**src/rtl/sev_seg_decoder.sv**
```systemverilog
// Seven-segment display snooper: debounces multiplexed {dig_sel,seg} samples, decodes
// four digits in order into a frame. Optional build macro: SEV_SEG_BLANK_EN (blank digit support).
module sev_seg_decoder #(
    parameter int STABLE_CYCLES = 4
) (
    input  logic       clk,
    input  logic       rst,
    input  logic [6:0] seg,
    input  logic [3:0] dig_sel,
    output logic [7:0] data_new,
    output logic [7:0] data_old,
    output logic       out_valid,
    input  logic       out_ready,
    output logic       err,
`ifdef SEV_SEG_BLANK_EN
    output logic [3:0] blank_mask,
`endif
    output logic       overrun
);

    localparam logic [7:0] STABLE = 8'(STABLE_CYCLES);

    typedef enum logic {
        IDLE,
        COLLECT
    } state_t;

    state_t          state_q, state_d;
    logic [1:0]      exp_q, exp_d;
    logic [3:0][3:0] slot_q, slot_d;
    logic [10:0]     sample_q;
    logic [7:0]      cnt_q, cnt_d;
    logic [7:0]      data_new_q, data_new_d;
    logic [7:0]      data_old_q, data_old_d;
    logic            valid_q, valid_d;
    logic            err_q, err_d;
    logic            overrun_q, overrun_d;
`ifdef SEV_SEG_BLANK_EN
    logic [3:0]      blank_slot_q, blank_slot_d;
    logic [3:0]      blank_mask_q, blank_mask_d;
`endif

    logic [10:0] sample;
    logic        onehot;
    logic        same;
    logic        accept;
    logic [3:0]  nib;
    logic        pat_valid;
    logic        pat_blank;
    logic        complete;

    assign sample = {dig_sel, seg};
    assign onehot = $onehot(dig_sel);
    assign same   = (sample == sample_q);

    // Run length of the current sample; saturates so a long stable hold fires only once.
    always_comb begin
        cnt_d  = 8'd0;
        accept = 1'b0;
        if (onehot) begin
            if (!same) begin
                cnt_d = 8'd1;
            end else if (cnt_q == STABLE) begin
                cnt_d = cnt_q;
            end else begin
                cnt_d = cnt_q + 8'd1;
            end
            accept = (cnt_d == STABLE) && !(same && (cnt_q == STABLE));
        end
    end

    always_comb begin
        nib       = 4'h0;
        pat_valid = 1'b1;
        pat_blank = 1'b0;
        case (seg)
            7'h3F: nib = 4'h0;
            7'h06: nib = 4'h1;
            7'h5B: nib = 4'h2;
            7'h4F: nib = 4'h3;
            7'h66: nib = 4'h4;
            7'h6D: nib = 4'h5;
            7'h7D: nib = 4'h6;
            7'h07: nib = 4'h7;
            7'h7F: nib = 4'h8;
            7'h6F: nib = 4'h9;
            7'h77: nib = 4'hA;
            7'h7C: nib = 4'hB;
            7'h39: nib = 4'hC;
            7'h5E: nib = 4'hD;
            7'h79: nib = 4'hE;
            7'h71: nib = 4'hF;
`ifdef SEV_SEG_BLANK_EN
            7'h00: pat_blank = 1'b1;
`endif
            default: pat_valid = 1'b0;
        endcase
    end

    // Frame assembly: digits must arrive 0,1,2,3; anything else abandons the frame.
    always_comb begin
        state_d  = state_q;
        exp_d    = exp_q;
        slot_d   = slot_q;
        err_d    = 1'b0;
        complete = 1'b0;
`ifdef SEV_SEG_BLANK_EN
        blank_slot_d = blank_slot_q;
`endif
        if (accept) begin
            if (!pat_valid) begin
                err_d   = 1'b1;
                state_d = IDLE;
                exp_d   = 2'd0;
                slot_d  = '0;
`ifdef SEV_SEG_BLANK_EN
                blank_slot_d = '0;
`endif
            end else if (state_q == IDLE) begin
                if (dig_sel == 4'b0001) begin
                    slot_d[0] = nib;
                    exp_d     = 2'd1;
                    state_d   = COLLECT;
`ifdef SEV_SEG_BLANK_EN
                    blank_slot_d    = '0;
                    blank_slot_d[0] = pat_blank;
`endif
                end
            end else if (dig_sel == (4'b0001 << exp_q)) begin
                slot_d[exp_q] = nib;
`ifdef SEV_SEG_BLANK_EN
                blank_slot_d[exp_q] = pat_blank;
`endif
                if (exp_q == 2'd3) begin
                    complete = 1'b1;
                    state_d  = IDLE;
                    exp_d    = 2'd0;
                end else begin
                    exp_d = exp_q + 2'd1;
                end
            end else begin
                err_d   = 1'b1;
                state_d = IDLE;
                exp_d   = 2'd0;
                slot_d  = '0;
`ifdef SEV_SEG_BLANK_EN
                blank_slot_d = '0;
`endif
            end
        end
    end

    // Output holding register; a frame finishing while the old one is unread is dropped.
    always_comb begin
        data_new_d = data_new_q;
        data_old_d = data_old_q;
        valid_d    = valid_q;
        overrun_d  = 1'b0;
`ifdef SEV_SEG_BLANK_EN
        blank_mask_d = blank_mask_q;
`endif
        if (complete) begin
            if (!valid_q || out_ready) begin
                data_new_d = {slot_d[1], slot_d[0]};
                data_old_d = {slot_d[3], slot_d[2]};
                valid_d    = 1'b1;
`ifdef SEV_SEG_BLANK_EN
                blank_mask_d = blank_slot_d;
`endif
            end else begin
                overrun_d = 1'b1;
            end
        end else if (out_ready) begin
            valid_d = 1'b0;
        end
    end

    always_ff @(posedge clk) begin
        if (rst) begin
            state_q    <= IDLE;
            exp_q      <= 2'd0;
            slot_q     <= '0;
            sample_q   <= '0;
            cnt_q      <= 8'd0;
            data_new_q <= 8'h00;
            data_old_q <= 8'h00;
            valid_q    <= 1'b0;
            err_q      <= 1'b0;
            overrun_q  <= 1'b0;
`ifdef SEV_SEG_BLANK_EN
            blank_slot_q <= '0;
            blank_mask_q <= '0;
`endif
        end else begin
            state_q    <= state_d;
            exp_q      <= exp_d;
            slot_q     <= complete ? '0 : slot_d;
            sample_q   <= sample;
            cnt_q      <= cnt_d;
            data_new_q <= data_new_d;
            data_old_q <= data_old_d;
            valid_q    <= valid_d;
            err_q      <= err_d;
            overrun_q  <= overrun_d;
`ifdef SEV_SEG_BLANK_EN
            blank_slot_q <= complete ? '0 : blank_slot_d;
            blank_mask_q <= blank_mask_d;
`endif
        end
    end

    assign data_new  = data_new_q;
    assign data_old  = data_old_q;
    assign out_valid = valid_q;
    assign err       = err_q;
    assign overrun   = overrun_q;
`ifdef SEV_SEG_BLANK_EN
    assign blank_mask = blank_mask_q;
`endif

endmodule

```
**config.mk**
```make
export PLATFORM = sky130hd
export DESIGN_NAME = sev_seg_decoder
export DESIGN_NICKNAME = d
export VERILOG_FILES = /design/src/rtl/sev_seg_decoder.sv
export SDC_FILE = /design/constraint.sdc
export NUM_CORES = 1
export LEC_CHECK = 0
export CELL_PAD_IN_SITES_DETAIL_PLACEMENT = 2
export CELL_PAD_IN_SITES_GLOBAL_PLACEMENT = 2
export CORE_MARGIN = 1.5
export CORE_UTILIZATION = 33
export DETAILED_ROUTE_END_ITERATION = 8
export PLACE_DENSITY = 0.83
export SLEW_MARGIN = 40
export SYNTH_ARGS = -nofsm -noshare
export SYNTH_HDL_FRONTEND = slang
export SYNTH_SLANG_ARGS = --single-unit
```
**constraint.sdc**
```tcl
create_clock -name clk -period 5.03 [get_ports clk]
set_input_delay 1.006 -clock clk [delete_from_list [all_inputs] [get_ports clk]]
set_output_delay 1.006 -clock clk [all_outputs]
set_load 0.05 [all_outputs]
```
-- Word-level counts from Yosys, hierarchy flattened
Index checks and enable logic that the tools add are counted.
- memories: 0
- bits of input ports: 14
- logic and storage cells: 101
- bits in latches: 0
- bits in read-only memories: 0
- register bits: 57
- memory bits (writable): 0
- div/mod/pow operators: 0
- reductions and logical operators: 15
- shift-type cells: 1
- multiplexer cells: 37
- $mul: 0
- bitwise gates (word level): 3
- magnitude comparators: 2
- $add $sub $neg: 5
- eq/ne operators: 25
- operator list (cell ; count):
    $eq A7 B7 Y1 const B ; 12
    $pmux W4 S15 ; 1
    $mux W16 ; 3
    $mux W8 ; 3
    $mux W1 ; 19
    $bwmux W16 ; 1
    $eq A8 B3 Y1 const B ; 2
    $reduce_or A16 Y1 ; 1
    $eq A7 B3 Y1 const B ; 2
    $eq A7 B6 Y1 const B ; 2
    $mux W12 ; 1
    $mux W4 ; 3
    $eq A11 B11 Y1 ; 1
    $mux W2 ; 5
    $add A8 B1 Y8 const B ; 1
    $demux W4 S2 ; 1
    $reduce_or A2 Y1 ; 4
    $reduce_and A2 Y1 ; 3
    $add A1 B1 Y2 ; 2
    $eq A4 B1 Y1 const B ; 1
    $eq A4 B4 Y1 ; 1
    $shl A1 B2 Y4 const A ; 1
    $add A2 B2 Y3 ; 1
    $eq A3 B1 Y1 const B ; 1
    11 further kinds ; 16

-- Logic depth before layout (Yosys ltp)
Gate-level depths: netlist of run 1.
- depth after elaboration: 10
- mapped depth: 14

-- Worst setup path before layout of run 1
No wires, ideal clock.
- path kind: input-to-reg
- from: input port dig_sel[0]
- to: register data_old_q[7] (netlist: data_old[7])
- setup slack: 0.683 ns
- data arrival time: 4.219 ns
- library setup time: 0.128 ns
- stages: 14
- data required time: 4.902 ns
- path buffers: 2
- cell sequence: inv_1 -> fa_1 -> inv_1 -> ha_1 -> ha_1 -> or3b_4 -> nor4b_4 -> nand4_1 -> or4_1 -> buf_2 -> nor4_4 -> buf_6 -> mux2i_1 -> nor2_1
- cells in the longest elaborated chain, start to end: 8
- RTL lines (element ; RTL line ; RTL):
    start: declaration ; 9 ; input logic [3:0] dig_sel,
    $eq A11 B11 Y1 ; 54 ; assign same = (sample == sample_q);
    $mux W8 ; 61 ; if (!same) begin
    $mux W8 ; 60 ; if (onehot) begin
    $eq A8 B3 Y1 ; 68 ; accept = (cnt_d == STABLE) && !(same && (cnt_q == STABLE));
    $logic_and A1 B1 Y1 ; 68 ;
    $mux W1 ; 60 ;
    $mux W1 ; 110 ; if (accept) begin
    $reduce_and A2 Y1 (no line) ; n/a ;
    end signal: assignment ; 201 ; data_old_q <= data_old_d;
    end: declaration ; 34 ; logic [7:0] data_old_q, data_old_d;
Parallel ways exist; a longest one is shown, timed or not. The select of a mux whose other input is x is not followed.
A chain may end at the register's enable or synchronous reset.

-- Worst setup path in the final report of run 1
- from: input port dig_sel[3]
- to: register data_new_q[1] (netlist: data_new[1])
- cells in the longest elaborated chain, start to end: 8
- RTL lines (element ; RTL line ; RTL):
    $eq A11 B11 Y1 ; 54 ;
    $mux W8 ; 61 ;
    $mux W8 ; 60 ;
    $eq A8 B3 Y1 ; 68 ;
    $logic_and A1 B1 Y1 ; 68 ;
    $mux W1 ; 60 ;
    $mux W1 ; 110 ;
    $reduce_and A2 Y1 (no line) ; n/a ;
    end signal: assignment ; 200 ; data_new_q <= data_new_d;
    end: declaration ; 33 ; logic [7:0] data_new_q, data_new_d;
Parallel ways exist; a longest one is shown, timed or not. The select of a mux whose other input is x is not followed.

==> flow_metrics.env, run 1 <==
export IMPL_outcome="complete, no violations"
export IMPL_wirelength_um=8640
export IMPL_synth_top_cell_by_area="dfxtp_1"
export IMPL_nFillCells=966
export IMPL_fin_crit_ps=4600
export IMPL_hpwl_um=6180
export IMPL_vias_per_cell=5.44
export IMPL_drt_initial_drc_count=85
export IMPL_ios=33
export IMPL_design_power_total_mw=0.810
export IMPL_cts_sinks=53
export IMPL_post_synth_top_area_fraction_pct=37.6
export IMPL_finish_utilization_pct=41.1
export IMPL_area_growth_pct=20.3
export IMPL_cts_hold_buf=0
export IMPL_worstPathBufferInverterCount=4
export IMPL_netlist_top_cells_area="dfxtp_1 (38%), nor2_1 (7.3%), xor2_1 (4.3%), ha_1 (4.0%), mux2i_1 (3.5%)"
export IMPL_grt_max_degree=21
export IMPL_grt_pass1_vias=2818
export IMPL_detail_route_antenna_nets=0
export IMPL_hold_violations=0
export IMPL_path_class="in -> reg"
export IMPL_cts_htree_levels=2
export IMPL_ctsResizeCount=0
export IMPL_synth_async_reset_ratio_pct=0
export IMPL_drive_above_1_share_pct=6.85
export IMPL_ys_seq_area_share_pct=37.6
export IMPL_synth_seq_cells=53
export IMPL_slew_headroom_pct=52.6
export IMPL_nNetsFinal=388
export IMPL_grt_first_pass_wirelength_um=14200
export IMPL_numCtsBuffers=5
export IMPL_initial_utilization_pct=34.2
export IMPL_critPathLaunch="dig_sel[3]"
export IMPL_critical_path_endpoint="data_new[1]"
export IMPL_synthFlopType="dfxtp_1"
export IMPL_worstPathArrival_ps=4780
export IMPL_final_common_cell="nor2_1"
export IMPL_io_buffers=32
export IMPL_max_clock_freq_ghz=0.218
export IMPL_route_detailed_drc=0
export IMPL_path_depth=14
export IMPL_crit_slowest_cell="clkdlybuf4s50_1"
export IMPL_dieArea_um2=9110
export IMPL_wl_per_cell_um=18.4
export IMPL_avgSynthCellArea_um2=8.47
export IMPL_clk_pin_slew_worst_paths_ps=90
export IMPL_grt_overflow=0
export IMPL_tightest_slew_ps=708
export IMPL_rsz0062_at_grt="false"
export IMPL_powerDensity_nw_per_um2=239
export IMPL_critical_path_max_fanout=17
export IMPL_grt_use_total_pct=20.2
export IMPL_cp_end_kind="flip-flop"
export IMPL_gp_congestion=0.768
export IMPL_p_leak_nw=1.26
export IMPL_synth_cells=333
export IMPL_cts_setup_buffers=0
export IMPL_slowest_delay_ps=570
export IMPL_finalSetupViolations=0
export IMPL_cap_violations=0
export IMPL_worstHoldStart="slot_q[7]"
export IMPL_rows=33
export IMPL_place_inst=462
export IMPL_synth_warnings=0
export IMPL_skew_ps=7.47
export IMPL_die_w_um=95.4
export IMPL_crit_family="simple AND/OR/NAND/NOR gates"
export IMPL_mappedNetlistArea_um2=2820
export IMPL_ys_types=53
export IMPL_synth_edff_count=0
export IMPL_finalSetupTns_ps=0
export IMPL_cts_tree="done"
export IMPL_coreArea_um2=8260
export IMPL_rr_worst_depth=10
export IMPL_r2r_start="cnt_q[0]"
export IMPL_n_antenna_cell=0
export IMPL_drv_slew=0
export IMPL_clkLatencyLatePin_ps=310
export IMPL_root_buffer="clkbuf_8"
export IMPL_reg2reg_to="data_new[1]"
export IMPL_vdd_drop_max_v=0.000142
export IMPL_antenna_found_initial=0
export IMPL_first_pass_iters=4
export IMPL_hold_path_class="reg -> reg"
export IMPL_cp_start_kind="input port"
export IMPL_dieHeight_um=95.4
export IMPL_cts_buffer_depth=2
export IMPL_reg2reg_setup_slack_ps=2230
export IMPL_final_cell_mix="nor2_1 (55), dfxtp_1 (53), clkdlybuf4s50_1 (31), inv_1 (15), a21oi_1 (15)"
export IMPL_crit_path_cell_trace="clkdlybuf4s50_1, inv_1, fa_1, inv_1, ha_1, ha_1, or3b_4, nor4b_4, nand4_1, or4_1, nor4_4, buf_12, mux2i_1, nor2_1"
export IMPL_crit_required_ps=5220
export IMPL_fin_crit_sh_pct=91.4
export IMPL_vias=2555
export IMPL_fin_cells=470
export IMPL_synthesis_nets=357
cell usage after synthesis, types with 3 or more instances:
cell,n
a211oi_1,9
a21oi_1,15
a22oi_1,8
a31oi_1,3
and2_1,5
and3_1,10
and4b_1,3
buf_2,3
clkbuf_1,13
dfxtp_1,53
ha_1,9
inv_1,15
mux2i_1,10
nand2_1,9
nand2b_1,3
nand3_1,11
nand4_1,6
nor2_1,55
nor2b_1,7
nor3_1,6
nor3b_1,3
nor4_1,5
o21ai_0,11
o22ai_1,3
or3_1,4
xnor2_1,7
xor2_1,14
final cells by class:
| class | count | area [um^2] | area share [%] |
|---|---|---|---|
| clock buffers | 7 | 86.3 | 2.55 |
| well taps | 105 | 131 | 3.87 |
| repair buffers | 42 | 403 | 11.9 |
| clock inverters | 1 | 30.0 | 0.885 |
| inverters | 15 | 56.3 | 1.66 |
| multi-input cells | 247 | 1620 | 47.9 |
| flip-flops and latches | 53 | 1060 | 31.3 |
metal layers:
metal | up-vias | routed length [um] | global-route usage [%]
met1 | 1271 | 3980 | 24.5
li1 | 1241 | - | -
met2 | 30 | 4380 | 36.8
met4 | 0 | 137 | 6.13
met3 | 13 | 142 | 2.87
met5 | - | 0 | 0
tightest hold or removal path: stages (launching register included):
cell and delay, ps:
dfxtp_1 320, a21oi_1 70, nor2_1 70
per-stage QoR:
| step | cell area, um^2 | setup WS (ps) | hold WS (ps) |
|---|---|---|---|
| CTS | 3400 | 371 | 499 |
| global route | 3390 | 154 | 531 |
| global placement | 3280 | 276 | 463 |
| finish | 3390 | 433 | 496 |
| floorplan | 2820 | 683 | 445 |
| detailed placement | 3280 | 108 | 475 |
power by group:
group | internal (mW) | switching [mW] | total, mW
combinational | 0.0335 | 0.0477 | 0.0813
sequential | 0.425 | 0.00345 | 0.428
clock | 0.162 | 0.138 | 0.301
total | 0.621 | 0.190 | 0.810
flip-flops by register name, summed over array words and instances (netlist names):
register	flops
slot_q	12
sample_q	11
cnt_q	8
data_new	8
data_old	8
exp_q	2
err	1
out_valid	1
overrun	1
state_q	1
kinds of logic (layout without fill, tap and decap cells):
logic type                 Yosys count  after routing  synth area share, %
DFF                                 53             53                 37.6
AOI/OAI and AO/OA                   65             65                 15.0
xor gates and xnor gates            21             21                 6.52
buffers and inverters               33             65                 4.79
and+or+nand+nor                    140            140                 27.4
adders and majority gates           11             11                 5.06
muxes                               10             10                 3.55
how the worst min path moves through the flow:
stage                      endpoint  slack (ps)  cells after the start
after floorplan           slot_q[4]         440                      2
after global placement    slot_q[7]         460                      2
after detailed placement  slot_q[7]         480                      2
after CTS                 slot_q[7]         500                      2
after global routing      slot_q[6]         530                      2
final                     slot_q[7]         500                      2
Note: power is estimated with default switching activity, not from simulation.
==> run 2: changes to the inputs <==
Settings changed: CORE_UTILIZATION 33 to 36, PLACE_DENSITY 0.83 to 0.89.
Clock period 5.03 ns to 5.45 ns, I/O delays scaled along.
==> flow_metrics.env, run 2 (synthesis gave the netlist of run 1 again) <==
export IMPL_dieHeight_um=91.5
export IMPL_cp_start_kind="input port"
export IMPL_power_clock_fraction_pct=37.2
export IMPL_switching_share_pct=25.0
export IMPL_reg2reg_setup_slack_ps=2130
export IMPL_grt_max_degree=21
export IMPL_detail_route_antenna_nets=0
export IMPL_vias_per_cell=5.56
export IMPL_cap_violations=0
export IMPL_io_buffers=32
export IMPL_cts_sinks=53
export IMPL_max_clock_freq_ghz=0.196
export IMPL_route_detailed_drc=0
export IMPL_fin_crit_sh_pct=93.5
export IMPL_worstPathArrival_ps=5290
export IMPL_antenna_found_initial=0
export IMPL_numCtsBuffers=5
export IMPL_r2r_start="exp_q[0]"
export IMPL_tightest_slew_ps=827
export IMPL_critical_path_endpoint="data_old[1]"
export IMPL_p_int_mw=0.560
export IMPL_nNetsFinal=384
export IMPL_critical_path_max_fanout=4
export IMPL_rows=32
export IMPL_clk_pin_slew_worst_paths_ps=100
export IMPL_area_growth_pct=18.5
export IMPL_grt_use_total_pct=22.7
export IMPL_fin_cells=463
export IMPL_cp_end_kind="flip-flop"
export IMPL_clkLatencyLatePin_ps=320
export IMPL_cts_buffer_depth=2
export IMPL_gp_congestion=0.789
export IMPL_final_common_cell="nor2_1"
export IMPL_wl_per_cell_um=19.5
export IMPL_critPathLaunch="dig_sel[0]"
export IMPL_place_inst=455
export IMPL_grt_first_pass_wirelength_um=14800
export IMPL_grt_pass1_vias=2824
export IMPL_initial_utilization_pct=36.9
export IMPL_slew_headroom_pct=44.4
export IMPL_rsz0062_at_grt="false"
export IMPL_outcome="complete, no violations"
export IMPL_reg_top3="slot_q x12, sample_q x11"
export IMPL_drv_slew=0
export IMPL_root_buffer="clkbuf_8"
export IMPL_finalSetupViolations=0
export IMPL_rr_worst_depth=10
export IMPL_wirelength_um=9050
export IMPL_cts_tree="done"
export IMPL_path_class="in -> reg"
export IMPL_power_switching_mw=0.187
export IMPL_coreArea_um2=7650
export IMPL_hold_violations=0
export IMPL_drt_initial_drc_count=70
export IMPL_grt_overflow=0
export IMPL_powerDensity_nw_per_um2=224
export IMPL_first_pass_iters=4
export IMPL_combPwrFrac_pct=9.9
export IMPL_hpwl_um=6600
export IMPL_fin_crit_ps=5090
export IMPL_largest_reg_flops=12
export IMPL_ios=33
export IMPL_finalSetupTns_ps=0
export IMPL_die_w_um=91.5
export IMPL_vias=2576
export IMPL_hold_path_class="reg -> reg"
export IMPL_cts_htree_levels=2
export IMPL_p_seq_share_pct=52.9
export IMPL_top_register="slot_q"
export IMPL_final_cell_mix="nor2_1 (55), dfxtp_1 (53), clkdlybuf4s50_1 (31), inv_1 (15), a21oi_1 (15)"
export IMPL_n_antenna_cell=0
export IMPL_dieArea_um2=8370
export IMPL_reg2reg_to="data_new[0]"
export IMPL_vdd_drop_max_v=0.000113
export IMPL_ctsResizeCount=0
export IMPL_p_leak_nw=1.24
export IMPL_crit_required_ps=5640
export IMPL_drive_above_1_share_pct=6.09
export IMPL_cts_setup_buffers=0
export IMPL_skew_ps=5.39
export IMPL_cts_hold_buf=0
run 2: changes by cell type in the layout (fill, tap and decap cells not counted), sizes merged:
cell,delta
buf,-4
clkbuf,-2
clkinv,+1
inv,+1
run 2: routing by layer:
| metal | global-route usage, % | vias up | wire length, um |
|---|---|---|---|
| met2 | 39.9 | 40 | 4540 |
| met3 | 3.35 | 16 | 212 |
| li1 | - | 1232 | - |
| met1 | 28.1 | 1288 | 4120 |
| met4 | 7.42 | 0 | 182 |
| met5 | 0 | - | 0 |
run 2: how the worst min path moves through the flow:
stage | from | to | slack, ps | cells after the start
3_3_place_gp | slot_q[4] | slot_q[4] | 460 | 2
2_1_floorplan | slot_q[4] | slot_q[4] | 440 | 2
4_1_cts | data_old[6] | data_old[6] | 500 | 2
3_5_place_dp | data_old[6] | data_old[6] | 480 | 2
6_report | data_old[6] | data_old[6] | 500 | 2
5_1_grt | slot_q[7] | slot_q[7] | 520 | 2
run 2: power by group through the flow:
stage / Sequential, mW / Clock (mW) / Combinational (mW)
2_1_floorplan: 0.403 / 0 / 0.0474
3_3_place_gp: 0.404 / 0 / 0.0707
3_5_place_dp: 0.404 / 0 / 0.0750
4_1_cts: 0.396 / 0.286 / 0.0755
5_1_grt: 0.396 / 0.298 / 0.0829
6_report: 0.395 / 0.278 / 0.0743
run 2: cell type report:
cell class	count	area, um^2
well taps	102	128
clock buffers	5	68.8
multi-input cells	247	1620
clock inverters	3	43.8
fillers	864	4310
inverters	15	56.3
repair buffers	38	360
flip-flops and latches	53	1060
run 2: critical path, cell delays in order:
cell and delay, ps:
clkdlybuf4s50_1 570, inv_1 110, fa_1 540, inv_1 40, ha_1 170, ha_1 270
or3b_4 420, nor4b_4 290, nand4_1 160, nor4_1 660, o21ai_0 480, a21oi_1 360
a211oi_1 120
run 2: stage by stage:
stage | area [um^2] | worst slack (ps) | hold slack (ps) | util (%) | power [mW]
CTS | 3350 | 364 | 498 | 43.8 | 0.757
finish | 3340 | 355 | 495 | 43.7 | 0.747
global placement | 3230 | 295 | 463 | 42.3 | 0.475
detailed placement | 3230 | 97.7 | 479 | 42.3 | 0.479
floorplan | 2820 | 1020 | 445 | - | 0.451
global route | 3340 | 142 | 519 | 43.7 | 0.777
==> run 3: changes to the inputs <==
Settings changed: CORE_UTILIZATION 36 to 41, DONT_BUFFER_PORTS set to 1, HOLD_SLACK_MARGIN set to 0.06.
==> flow_metrics.env, run 3 (synthesis gave the netlist of run 1 again) <==
export IMPL_cts_htree_levels=2
export IMPL_cts_tree="done"
export IMPL_area_growth_pct=5.15
export IMPL_wl_per_cell_um=21.7
export IMPL_stdcell_area_um2=2970
export IMPL_drt_initial_drc_count=109
export IMPL_top_register="slot_q"
export IMPL_slew_headroom_pct=43.3
export IMPL_outcome="complete, no violations"
export IMPL_met3_length_um=244
export IMPL_highest_layer="met4"
export IMPL_grt_max_degree=37
export IMPL_largest_reg_flops=12
export IMPL_drv_slew=0
export IMPL_hold_violations=0
export IMPL_cts_setup_buffers=0
export IMPL_hold_path_class="reg -> reg"
export IMPL_reg2reg_to="data_old[7]"
export IMPL_vias=2496
export IMPL_dpl_worst_slack_ps=791
export IMPL_detail_route_antenna_nets=0
export IMPL_fin_crit_sh_pct=80.4
export IMPL_clkLatencyLatePin_ps=320
export IMPL_vdd_drop_max_v=0.000123
export IMPL_finalSetupTns_ps=0
export IMPL_worstPathBufferInverterCount=2
export IMPL_critical_path_endpoint="slot_q[3]"
export IMPL_initial_utilization_pct=42.0
export IMPL_wirelength_um=8830
export IMPL_place_inst=399
export IMPL_reg_top3="slot_q x12, sample_q x11"
export IMPL_clk_pin_slew_worst_paths_ps=110
export IMPL_tightest_slew_ps=848
export IMPL_route_detailed_drc=0
export IMPL_p_leak_nw=1.10
export IMPL_cts_buffer_depth=2
export IMPL_slowest_delay_ps=570
export IMPL_skew_ps=10.1
export IMPL_fin_cells=407
export IMPL_max_clock_freq_ghz=0.228
export IMPL_wl_met2_um=4710
export IMPL_die_w_um=85.9
export IMPL_critical_path_max_fanout=12
export IMPL_worstPathArrival_ps=4580
export IMPL_cp_start_kind="input port"
export IMPL_finalSetupViolations=0
export IMPL_io_buffers=0
export IMPL_grt_first_pass_wirelength_um=14400
export IMPL_dieArea_um2=7380
export IMPL_root_buffer="clkbuf_8"
export IMPL_setup_ws_ps=1070
export IMPL_reg2reg_setup_slack_ps=1960
export IMPL_final_common_cell="nor2_1"
export IMPL_path_class="in -> reg"
export IMPL_cts_sinks=53
export IMPL_ios=33
export IMPL_rr_worst_depth=10
export IMPL_n_antenna_cell=0
export IMPL_crit_required_ps=5650
export IMPL_cp_end_kind="flip-flop"
export IMPL_numCtsBuffers=5
export IMPL_path_depth=12
export IMPL_placed_area_um2=2870
export IMPL_antenna_found_initial=0
export IMPL_r2r_start="exp_q[0]"
export IMPL_crit_path_cell_trace="inv_1, fa_1, inv_1, ha_1, ha_1, or3b_4, nor4b_4, nand2_1, or4_1, nor2_1, a31o_2, nor2_1"
export IMPL_first_pass_iters=4
export IMPL_grt_overflow=0
export IMPL_nNetsFinal=350
export IMPL_critPathLaunch="dig_sel[0]"
export IMPL_final_cell_mix="nor2_1 (55), dfxtp_1 (53), inv_1 (15), a21oi_1 (15), xor2_1 (14)"
export IMPL_dieHeight_um=85.9
export IMPL_ctsResizeCount=0
export IMPL_vias_per_cell=6.13
export IMPL_rsz0062_at_grt="false"
export IMPL_crit_family="simple AND/OR/NAND/NOR gates"
export IMPL_fin_crit_ps=4380
export IMPL_cap_violations=0
export IMPL_grt_pass1_vias=2703
export IMPL_cts_hold_buf=0
export IMPL_coreArea_um2=6720
export IMPL_wl_met1_um=3740
export IMPL_drive_above_1_share_pct=5.81
export IMPL_rows=30
export IMPL_gp_congestion=0.819
export IMPL_hpwl_um=6050
export IMPL_crit_slowest_cell="or4_1"
export IMPL_grt_use_total_pct=25.0
export IMPL_powerDensity_nw_per_um2=231
==> run 3: changes by cell type in the layout (fill, tap and decap cells not counted) <==
| cell | before | now |
|---|---|---|
| clkdlybuf4s50_1 | 31 | 0 |
| buf_4 | 6 | 4 |
| buf_2 | 1 | 0 |
| bufinv_16 | 1 | 0 |
| clkinv_2 | 1 | 0 |
| clkinv_4 | 0 | 1 |
| clkinvlp_4 | 0 | 1 |
==> run 3: stage by stage <==
| step | utilization [%] | power, mW | hold WS (ps) |
|---|---|---|---|
| floorplan | - | 0.451 | 445 |
| global placement | 42.7 | 0.449 | 467 |
| detailed placement | 42.7 | 0.453 | 485 |
| CTS | 44.1 | 0.688 | 517 |
| global route | 44.1 | 0.708 | 542 |
| finish | 44.1 | 0.684 | 515 |
==> run 3: area by class of cell <==
cell class	instances	area, um^2
timing repair buffer	4	30.0
sequential	53	1060
clock buffer	5	68.8
inverter	15	56.3
tap	80	100
fill	774	3750
clock inverter	3	25.0
multi-input combinational	247	1620
==> run 3: power by group <==
part | switching [mW] | internal (mW) | leakage [nW]
clock network | 0.145 | 0.0932 | 0.0447
logic | 0.0270 | 0.0229 | 0.625
registers | 0.00329 | 0.392 | 0.430
total | 0.176 | 0.508 | 1.10
==> run 3: worst min path at each step <==
stage,end,slack (ps),cells past startpoint,startpoint
3_5_place_dp,slot_q[7],480,2,slot_q[7]
3_3_place_gp,slot_q[7],470,2,slot_q[7]
6_report,slot_q[10],510,2,slot_q[10]
4_1_cts,slot_q[5],520,2,slot_q[5]
2_1_floorplan,slot_q[4],440,2,slot_q[4]
5_1_grt,slot_q[10],540,2,slot_q[10]
==> run 3: metal layers <==
layer  vias up  track usage, %
li1       1163               -
met5         -               0
met2        42            46.8
met3        14            4.23
met4         0            7.33
met1      1277            28.9
==> run 3: worst register-to-register path: stages, from the launching register on <==
cell	delay [ps]
dfxtp_1	490
inv_1	130
ha_1	340
xnor2_1	190
nand4_1	340
nor2_1	600
nand2_1	330
nor4_4	330
buf_4	300
mux2i_1	270
nor2_1	70
